--- config.mk ---
export PLATFORM = sky130hd
export DESIGN_NAME = weight_pingpong_ctrl
export DESIGN_NICKNAME = d
export VERILOG_FILES = /design/src/rtl/cnn_pkg.sv /design/src/rtl/weight_bank.sv /design/src/rtl/weight_pingpong_ctrl.sv
export SDC_FILE = /design/constraint.sdc
export NUM_CORES = 2
export LEC_CHECK = 0
export BUFFER_PORTS_ARGS = -buffer_cell sky130_fd_sc_hd__buf_2
export CAP_MARGIN = 10
export CORE_MARGIN = 5
export CORE_UTILIZATION = 58
export DETAILED_ROUTE_END_ITERATION = 10
export GPL_TIMING_DRIVEN = 0
export PLACE_DENSITY = 0.74
export SLEW_MARGIN = 20
export SYNTH_ARGS = -nofsm -noshare
export SYNTH_HDL_FRONTEND = slang
export SYNTH_MEMORY_MAX_BITS = 65536
export SYNTH_SLANG_ARGS = --single-unit
--- constraint.sdc ---
create_clock -name clk -period 26.8 [get_ports clk]
set_input_delay 2.68 -clock clk [delete_from_list [all_inputs] [get_ports clk]]
set_output_delay 2.68 -clock clk [all_outputs]
set_load 0.005 [all_outputs]
--- src/rtl/cnn_pkg.sv ---
// Shared parameters and types for the convolution-layer weight path.
package cnn_pkg;

    localparam int DATA_WIDTH       = 16;
    localparam int KERNEL_SIZE_MAX  = 3;
    localparam int PARA_KERNEL      = 2;
    localparam int DEPTH_MAX        = 8;
    localparam int KERNEL_NUM_WIDTH = 8;

    // One bank word carries one slice of every kernel in a group.
    localparam int W  = KERNEL_SIZE_MAX * KERNEL_SIZE_MAX * PARA_KERNEL * DATA_WIDTH;
    localparam int SW = $clog2(DEPTH_MAX) + 1;

    typedef enum logic [2:0] {
        ST_IDLE,
        ST_FILL,
        ST_RUN,
        ST_WAIT,
        ST_DONE
    } state_t;

endpackage

--- src/rtl/weight_bank.sv ---
// One weight bank: synchronous write, registered read, contents not reset.
module weight_bank #(
    parameter int WIDTH = 288,
    parameter int DEPTH = 8,
    parameter int AW    = $clog2(DEPTH)
) (
    input  logic             clk,
    input  logic             we,
    input  logic [AW-1:0]    waddr,
    input  logic [WIDTH-1:0] wdata,
    input  logic [AW-1:0]    raddr,
    output logic [WIDTH-1:0] rdata
);

    logic [WIDTH-1:0] mem [DEPTH];

    // Write port and read-data register share the clock.
    always_ff @(posedge clk) begin
        if (we) begin
            mem[waddr] <= wdata;
        end
        rdata <= mem[raddr];
    end

endmodule

--- src/rtl/weight_pingpong_ctrl.sv ---
// Ping-pong weight store: the host fills the shadow bank with group g+1
// while the PE array reads group g from the active bank.
//
// Host handshake: upd_req/upd_group is a level request. While upd_req=1 each
// wr_valid cycle writes one slice (no backpressure, always accepted when the
// address is in range); a wr_done pulse closes the load and drops upd_req on
// the following edge. Compute side: grp_ready is a level meaning the active
// bank is valid; one grp_done pulse while grp_ready=1 retires that group.
module weight_pingpong_ctrl #(
    parameter int DATA_WIDTH       = cnn_pkg::DATA_WIDTH,
    parameter int KERNEL_SIZE_MAX  = cnn_pkg::KERNEL_SIZE_MAX,
    parameter int PARA_KERNEL      = cnn_pkg::PARA_KERNEL,
    parameter int DEPTH_MAX        = cnn_pkg::DEPTH_MAX,
    parameter int KERNEL_NUM_WIDTH = cnn_pkg::KERNEL_NUM_WIDTH,
    localparam int W  = KERNEL_SIZE_MAX * KERNEL_SIZE_MAX * PARA_KERNEL * DATA_WIDTH,
    localparam int SW = $clog2(DEPTH_MAX) + 1
) (
    input  logic                        clk,
    input  logic                        rst,
    input  logic                        cfg_valid,
    input  logic [SW-1:0]               cfg_fm_depth,
    input  logic [KERNEL_NUM_WIDTH-1:0] cfg_kernel_num,
    output logic                        upd_req,
    output logic [KERNEL_NUM_WIDTH-1:0] upd_group,
    input  logic                        wr_valid,
    input  logic [SW-2:0]               wr_addr,
    input  logic [W-1:0]                wr_data,
    input  logic                        wr_done,
    input  logic [SW-2:0]               rd_slice,
    output logic [W-1:0]                rd_data,
    output logic                        grp_ready,
    output logic [KERNEL_NUM_WIDTH-1:0] grp_idx,
    input  logic                        grp_done,
    output logic                        layer_done,
    output logic                        err_addr
);

    import cnn_pkg::*;

    localparam int KNW = KERNEL_NUM_WIDTH;

    state_t        state;
    logic [1:0]    full;
    logic          act_bank;
    logic [SW-1:0] fm_depth;
    logic [KNW:0]  num_groups;

    logic          tgt_bank;
    logic          wr_ok;
    logic          wr_done_eff;
    logic          shadow_full;
    logic          last_grp;
    logic          do_swap;
    logic [KNW:0]  idx_p1;
    logic [KNW:0]  idx_p2;
    logic [KNW:0]  kn_round;
    logic [KNW:0]  ng_calc;

    logic [W-1:0]  q0;
    logic [W-1:0]  q1;
    logic          rd_sel;
    logic          rd_zero;

    // Write target, group bookkeeping and swap decision.
    always_comb begin
        tgt_bank    = (state == ST_FILL) ? 1'b0 : ~act_bank;
        wr_ok       = wr_valid && upd_req && ({1'b0, wr_addr} < fm_depth);
        wr_done_eff = wr_done && upd_req;
        shadow_full = full[~act_bank] || wr_done_eff;
        idx_p1      = {1'b0, grp_idx} + (KNW+1)'(1);
        idx_p2      = {1'b0, grp_idx} + (KNW+1)'(2);
        last_grp    = (idx_p1 == num_groups);
        kn_round    = {1'b0, cfg_kernel_num} + (KNW+1)'(PARA_KERNEL - 1);
        ng_calc     = kn_round / (KNW+1)'(PARA_KERNEL);
        do_swap     = ((state == ST_RUN) && grp_done && !last_grp && shadow_full) ||
                      ((state == ST_WAIT) && wr_done_eff);
    end

    // Control FSM with all outputs registered.
    always_ff @(posedge clk or posedge rst) begin
        if (rst) begin
            state      <= ST_IDLE;
            full       <= 2'b00;
            act_bank   <= 1'b0;
            fm_depth   <= '0;
            num_groups <= '0;
            upd_req    <= 1'b0;
            upd_group  <= '0;
            grp_ready  <= 1'b0;
            grp_idx    <= '0;
            layer_done <= 1'b0;
            err_addr   <= 1'b0;
        end else begin
            layer_done <= 1'b0;
            if ((state == ST_IDLE) && cfg_valid) begin
                err_addr <= 1'b0;
            end
            if (wr_valid && !wr_ok) begin
                err_addr <= 1'b1;
            end
            // A completed load marks its bank full; the write in the same
            // cycle has already been accepted by the bank.
            if (wr_done_eff) begin
                full[tgt_bank] <= 1'b1;
                upd_req        <= 1'b0;
            end
            case (state)
                ST_IDLE: begin
                    if (cfg_valid) begin
                        fm_depth   <= cfg_fm_depth;
                        num_groups <= ng_calc;
                        grp_idx    <= '0;
                        if (cfg_kernel_num == '0) begin
                            state      <= ST_DONE;
                            layer_done <= 1'b1;
                        end else begin
                            state     <= ST_FILL;
                            upd_req   <= 1'b1;
                            upd_group <= '0;
                        end
                    end
                end
                ST_FILL: begin
                    if (wr_done_eff) begin
                        act_bank  <= 1'b0;
                        grp_ready <= 1'b1;
                        grp_idx   <= '0;
                        state     <= ST_RUN;
                        if (num_groups > (KNW+1)'(1)) begin
                            upd_req   <= 1'b1;
                            upd_group <= (KNW)'(1);
                        end
                    end
                end
                ST_RUN: begin
                    if (grp_done) begin
                        if (last_grp) begin
                            state      <= ST_DONE;
                            layer_done <= 1'b1;
                            grp_ready  <= 1'b0;
                        end else if (!shadow_full) begin
                            grp_ready <= 1'b0;
                            state     <= ST_WAIT;
                        end
                    end
                end
                ST_WAIT: begin
                    if (wr_done_eff) begin
                        grp_ready <= 1'b1;
                        state     <= ST_RUN;
                    end
                end
                ST_DONE: begin
                    full      <= 2'b00;
                    grp_ready <= 1'b0;
                    upd_req   <= 1'b0;
                    state     <= ST_IDLE;
                end
                default: state <= ST_IDLE;
            endcase
            // Swap after the bookkeeping above so a new request overrides
            // the upd_req clear from a same-cycle wr_done.
            if (do_swap) begin
                act_bank       <= ~act_bank;
                full[act_bank] <= 1'b0;
                grp_idx        <= idx_p1[KNW-1:0];
                if (idx_p2 < num_groups) begin
                    upd_req   <= 1'b1;
                    upd_group <= idx_p2[KNW-1:0];
                end
            end
        end
    end

    weight_bank #(.WIDTH(W), .DEPTH(DEPTH_MAX), .AW(SW-1)) u_bank0 (
        .clk   (clk),
        .we    (wr_ok && (tgt_bank == 1'b0)),
        .waddr (wr_addr),
        .wdata (wr_data),
        .raddr (rd_slice),
        .rdata (q0)
    );

    weight_bank #(.WIDTH(W), .DEPTH(DEPTH_MAX), .AW(SW-1)) u_bank1 (
        .clk   (clk),
        .we    (wr_ok && (tgt_bank == 1'b1)),
        .waddr (wr_addr),
        .wdata (wr_data),
        .raddr (rd_slice),
        .rdata (q1)
    );

    // Capture bank select and range check alongside the registered bank read.
    always_ff @(posedge clk or posedge rst) begin
        if (rst) begin
            rd_sel  <= 1'b0;
            rd_zero <= 1'b1;
        end else begin
            rd_sel  <= act_bank;
            rd_zero <= !({1'b0, rd_slice} < fm_depth);
        end
    end

    assign rd_data = rd_zero ? '0 : (rd_sel ? q1 : q0);

endmodule

# --- Yosys cells after proc, flatten, opt, wreduce, memory -nomap -nowiden ---
# Memory sizes are Yosys's and may differ from the RTL's. A register that Yosys moved wholly into a read port is not among the register bits.
# Index checks and enable logic that the tools add are counted.
word_totals:
  ramBits: 4608
  wordCells: 131
  n_memories: 2
  out_inout_bits: 308
  regBits: 40
  inputBits: 312
mem_list:
  columns: ["name", "words", "word_bits", "read_ports", "rd_ports_with_merged_regs", "wr", "line_no", "source"]
  rows:
  - ["u_bank0.mem", 8, 288, 1, 1, 1, "weight_bank.sv:15", "logic [WIDTH-1:0] mem [DEPTH];"]
  - ["u_bank1.mem", 8, 288, 1, 1, 1, "weight_bank.sv:15", null]
classes:
  n_bitwise: 5
  mux: 57
  eq_ne: 11
  addsub: 3
  reduce_logical: 31
  order_cmp: 9
ops:
  columns: ["cell", "count"]
  rows:
  - ["two-way mux 288 bit", 2]
  - ["two-way mux 8 bit", 9]
  - ["case mux 8 bit (2 select lines)", 2]
  - ["two-way mux 1 bit", 29]
  - ["adder 8 x 1 -> 9 bit (second input constant)", 2]
  - ["two-way mux 3 bit", 6]
  - ["logical AND 1 bit", 13]
  - ["adder 8 x 2 -> 9 bit (second input constant)", 1]
  - ["== test 9 x 8 -> 1 bit", 1]
  - ["less-than comparator 9 x 8 -> 1 bit", 1]
  - ["inequality test 3 bit (second input constant)", 3]
  - ["case mux 3 bit (3 select lines)", 1]
  - ["> comparator 8 x 1 -> 1 bit (second input constant)", 1]
  - ["logical NOT 8 bit", 1]
  - ["less-than comparator 3 x 4 -> 1 bit", 2]
  - ["AND reduction 4 bit", 2]
  - ["== test 3 x 2 -> 1 bit (second input constant)", 2]
  - ["less-than comparator 1 x 2 -> 1 bit (second input constant)", 3]
  - ["two-way mux 2 bit", 3]
  - ["case mux 1 bit (3 select lines)", 2]
  - ["nonzero test 2 bit", 3]
  - ["nonzero test 3 bit", 2]
  - ["inequality test 2 bit (second input constant)", 2]
  - ["AND reduction 2 bit", 2]
  - ["15 further kinds", 21]

# --- Logic depth before layout (Yosys ltp) ---
logic_depth:
  depth_word: 11
  ltp_mapped: 11
  ltp_nobuf: 10

# --- By module ---
# From an unflattened synthesis, not the netlist that was laid out.
hier_totals:
  hier_cells: 8202
  hier_area_um2: 191587.5
by_module_without_submodules:
  columns: ["module", "cells_each", "seq_area_each_um2", "instances", "area_each_um2"]
  rows:
  - ["weight_bank", 3629, 74951.9, 2, 92333.6]
  - ["weight_pingpong_ctrl", 944, 1002.2, 1, 6920.4]

# --- Worst setup path before layout ---
# OpenSTA, ideal clock, no wires.
synth_timing:
  path_kind: "input to register"
  startpoint: "input port wr_addr[1]"
  endpoint: "memory u_bank1.mem[0][0], enable pin"
  n_path_buf: 0
  required_time_ns: 25.506
  slack_ns: 2.370
  setup_time_ns: 1.294
  arrival_ns: 23.136
  stages: 6
  cell_sequence: "ha_1 > a21o_1 > a21oi_1 > o211ai_1 > or3_1 > nor3_1"
synth_between:
  elab_chain_len: 5
synth_rtl:
  columns: ["element", "line_no", "source"]
  rows:
  - ["from (decl)", "weight_pingpong_ctrl.sv:26", "input logic [SW-2:0] wr_addr,"]
  - ["less-than comparator 3 x 4 -> 1 bit", "weight_pingpong_ctrl.sv:67", "wr_ok = wr_valid && upd_req && ({1'b0, wr_addr} < fm_depth);"]
  - ["logical AND 1 bit", "weight_pingpong_ctrl.sv:67", null]
  - ["logical AND 1 bit", "weight_pingpong_ctrl.sv:186", ".we (wr_ok && (tgt_bank == 1'b1)),"]
  - ["two-way mux 1 bit", "weight_bank.sv:19", "if (we) begin"]
  - ["two-way mux 1 bit (not written as such)", "weight_bank.sv:20", "mem[waddr] <= wdata;"]
  - ["to (decl)", "weight_bank.sv:15", null]
# Parallel ways exist; a longest one is shown, timed or not.

# --- Worst setup path in the final report ---
layout_timing:
  startpoint: "register rd_sel"
  endpoint: "output port rd_data[278]"
layout_between:
  elab_chain_len: 2
layout_rtl:
  columns: ["element", "line_no", "source"]
  rows:
  - ["from (decl)", "weight_pingpong_ctrl.sv:61", "logic rd_sel;"]
  - ["from (signal assigned)", "weight_pingpong_ctrl.sv:199", "rd_sel <= act_bank;"]
  - ["two-way mux 288 bit (2 in a row)", "weight_pingpong_ctrl.sv:204", "assign rd_data = rd_zero ? '0 : (rd_sel ? q1 : q0);"]
  - ["to (decl)", "weight_pingpong_ctrl.sv:30", "output logic [W-1:0] rd_data,"]
# Every way passes these cells.

==> impl_metrics.ini <==
[power]
clockPowerShare_pct = 40.0
p_seq_share_pct = 49.8
powerDensity_nw_per_um2 = 81.93
p_int_mw = 14.10
p_sw_share_pct = 23.30
power.switching_mw = 4.284
power_frac_comb_pct = 10.2
p_leak_nw = 74.67
ir_drop_v = 0.00007254

[worst_setup_path]
cp-end-kind = output pin
max_stage_delay_ns = 0.88
r2r-end = u_bank1.mem[0][151]
critPathMaxFanout = 10
reg2reg_slack_ns = 21.76
crit_path_end = rd_data[278]
arrival_ns = 4.41
required_ns = 24.12
crit_type = reg -> out
rr_startpoint = fm_depth[1]
reg2reg_depth = 18
startpoint_type = flip-flop
slowest_stage = clkbuf_1
crit_chain = clkbuf_2 > clkbuf_1 > buf_1 > mux2i_1 > nor2_1 > buf_2
startpoint = rd_sel

[sta]
min_period_over_period_pct = 26.44
finalMaxSlewViolations = 0
tightest_slew_ns = 1.166
timing.hold.ws_ns = 0.4877
maxSlewHeadroom_pct = 22.28
finalClockSkew_ns = 0.04857
setup_slack_ns = 19.71
finalHoldViolCount = 0
finalSetupViolations = 0
rsz0062_at_grt = no
period_needed_ns = 7.086
max_freq_mhz = 141.1
tns_ns = 0

[logic_synthesis]
netlist.area_leader.share_pct = 72.66
synthCells = 8178
yosys_warnings = 0
synth_seq_cells = 5224
synth_cell_types = 53
yosysMostFrequentCell = edfxtp_1
synth_edf_count = 4608
synth_top_area_cell = edfxtp_1
syn_nets = 8506
synth.area.top_cells = edfxtp_1 (73%), mux4_2 (14%), dfxtp_1 (6.1%)
ys_seq_area_share_pct = 79.24
synth_common_cells = edfxtp_1 (4608), mux4_2 (1152), mux2_2 (578), dfxtp_1 (576), nor2_1 (315)
synthArstFlopShare_pct = 0.7657
synthFlopType = edfxtp_1
syn_area_per_cell_um2 = 23.29
synth_area_um2 = 190400

[global_routing]
antenna_found_initial = 149
grt_max_degree = 23
grt_pass1_vias = 94680
grt_pass1_wl_um = 677600
grtUsageTotal_pct = 27.71
overflow = 0

[die]
core_region_area_um2 = 327100
dieArea_um2 = 339900
num_rows = 210
start_util_pct = 58.21
ios = 620
die_h_um = 583.0
fp.dieW_um = 583.0

[routing]
vias_per_cell = 6.307
drt-total-wl_um = 472500
wl_per_cell_um = 32.32
drcViolationCount = 0
wl_met1_um = 182200
drtIter0Drc = 11120
top_layer = met5
drtPass1Iterations = 7
ant_nets = 0
via_count = 92210
wl_met3_um = 45340
route.met2.wl_um = 228000

[status]
status = finished, final reports clean

[placed_design]
globalplace.congestion = 0.7927
dp_hpwl_um = 308100
dpl_worst_slack_ns = 19.30
io_buffers = 618

[cts]
cts_hold_buf = 0
clk_path_buf_depth = 4
cts.sinks = 5224
tritoncts = yes
ctsRootBufferMaster = clkbuf_16
clk_latency_ns = 1.01
clk_pin_slew_worst_paths_ns = 0.06
cts_resized = 0
htreeDepth = 6
cts_buffers = 519
cts_setup_buffers = 0

[cells_and_area]
drive_gt1_share_pct = 36.61
fillCellCount = 19090
seq_area_um2 = 150900
multiInputGateArea_um2 = 38050
nets = 10100
synthToLayoutAreaGrowth_pct = 17.82

[run]
drv_cap = 0

[worst_hold_path]
hold_class = reg -> reg
hold_path_depth = 1
[state kept, by name (all words and copies together) (netlist names), 2 cells and up]
name / flops
fm_depth: 4
full: 2
grp_idx: 8
num_groups: 8
state: 3
u_bank0.mem: 2304
u_bank0.rdata: 288
u_bank1.mem: 2304
u_bank1.rdata: 288
upd_group: 8
[final cells by class]
class                   count  area share, %
inverters                  20        0.03346
clock inverters           227          1.247
multi-input cells        2538          16.96
clock buffers             726          6.511
plain buffers             396         0.7378
diodes                     70        0.07807
well taps                4346          2.424
repair buffers           1073          4.751
flip-flops and latches   5224          67.26
[critical path, delay by kind of cell (launching register included)]
family / cells / cell delay, ns
buffers and inverters: 4 / 2.25
DFF: 1 / 0.33
muxes: 1 / 0.17
and+or+nand+nor: 1 / 0.61
[metrics by stage]
| step | utilization, % | power, mW | cell area [um2] | std cells |
|---|---|---|---|---|
| floorplan | - | 10.27 | 190400 | 8178 |
| global placement | 60.82 | 11.23 | 199000 | 13140 |
| detailed placement | 63.17 | 11.19 | 206600 | 13590 |
| CTS | 68.49 | 18.48 | 224100 | 14550 |
| global route | 68.56 | 18.96 | 224300 | 14580 |
| finish | 68.59 | 18.38 | 224400 | 14620 |
[logic make-up after synthesis]
kind of cell	after synthesis	synth area share [%]
mux	2027	18.62
buf+inv	416	0.8338
simple gates	415	0.9080
xor+xnor	23	0.1058
fa+ha+maj	16	0.1051
flops	5224	79.24
compound gates	57	0.1853
[placed cells by master (no fill, tap or decap), drive strengths merged, types with 4 or more instances in the layout]
cell type / instances
dfrtp: 39
inv: 50
bufinv: 48
diode: 70
and2: 10
nand2: 34
nand3: 6
a21oi: 17
a21o: 4
clkinvlp: 14
and3: 6
o21ai: 18
nor3: 13
mux2: 584
nor2: 317
edfxtp: 4608
xnor2: 16
nand4: 5
nand2b: 7
clkbuf: 1017
clkinv: 135
mux2i: 291
mux4: 1152
ha: 16
dfxtp: 576
buf: 1178
xor2: 7
[power groups by stage]
stage | registers [mW] | logic (mW) | clock network (mW)
after floorplan | 9.36 | 0.912 | 0
after global placement | 9.47 | 1.76 | 0
after detailed placement | 9.32 | 1.87 | 0
after CTS | 9.15 | 1.89 | 7.44
after global routing | 9.16 | 1.99 | 7.81
final | 9.15 | 1.88 | 7.36
[how the worst min path moves through the flow]
| stage | end | from | slack (ns) |
|---|---|---|---|
| after floorplan | rd_zero | fm_depth[3] | 0.41 |
| after global placement | rd_zero | fm_depth[3] | 0.46 |
| after detailed placement | rd_zero | fm_depth[3] | 0.46 |
| after CTS | rd_zero | fm_depth[3] | 0.48 |
| after global routing | rd_zero | fm_depth[3] | 0.50 |
| final | rd_zero | fm_depth[3] | 0.49 |
[routing by layer]
metal | GRT usage, % | vias up
met2 | 43.43 | 5055
met1 | 39.05 | 48990
met4 | 9.796 | 78
met3 | 6.424 | 814
li1 | - | 37270
met5 | 0 | -
Note: power is estimated with default switching activity, not from simulation.
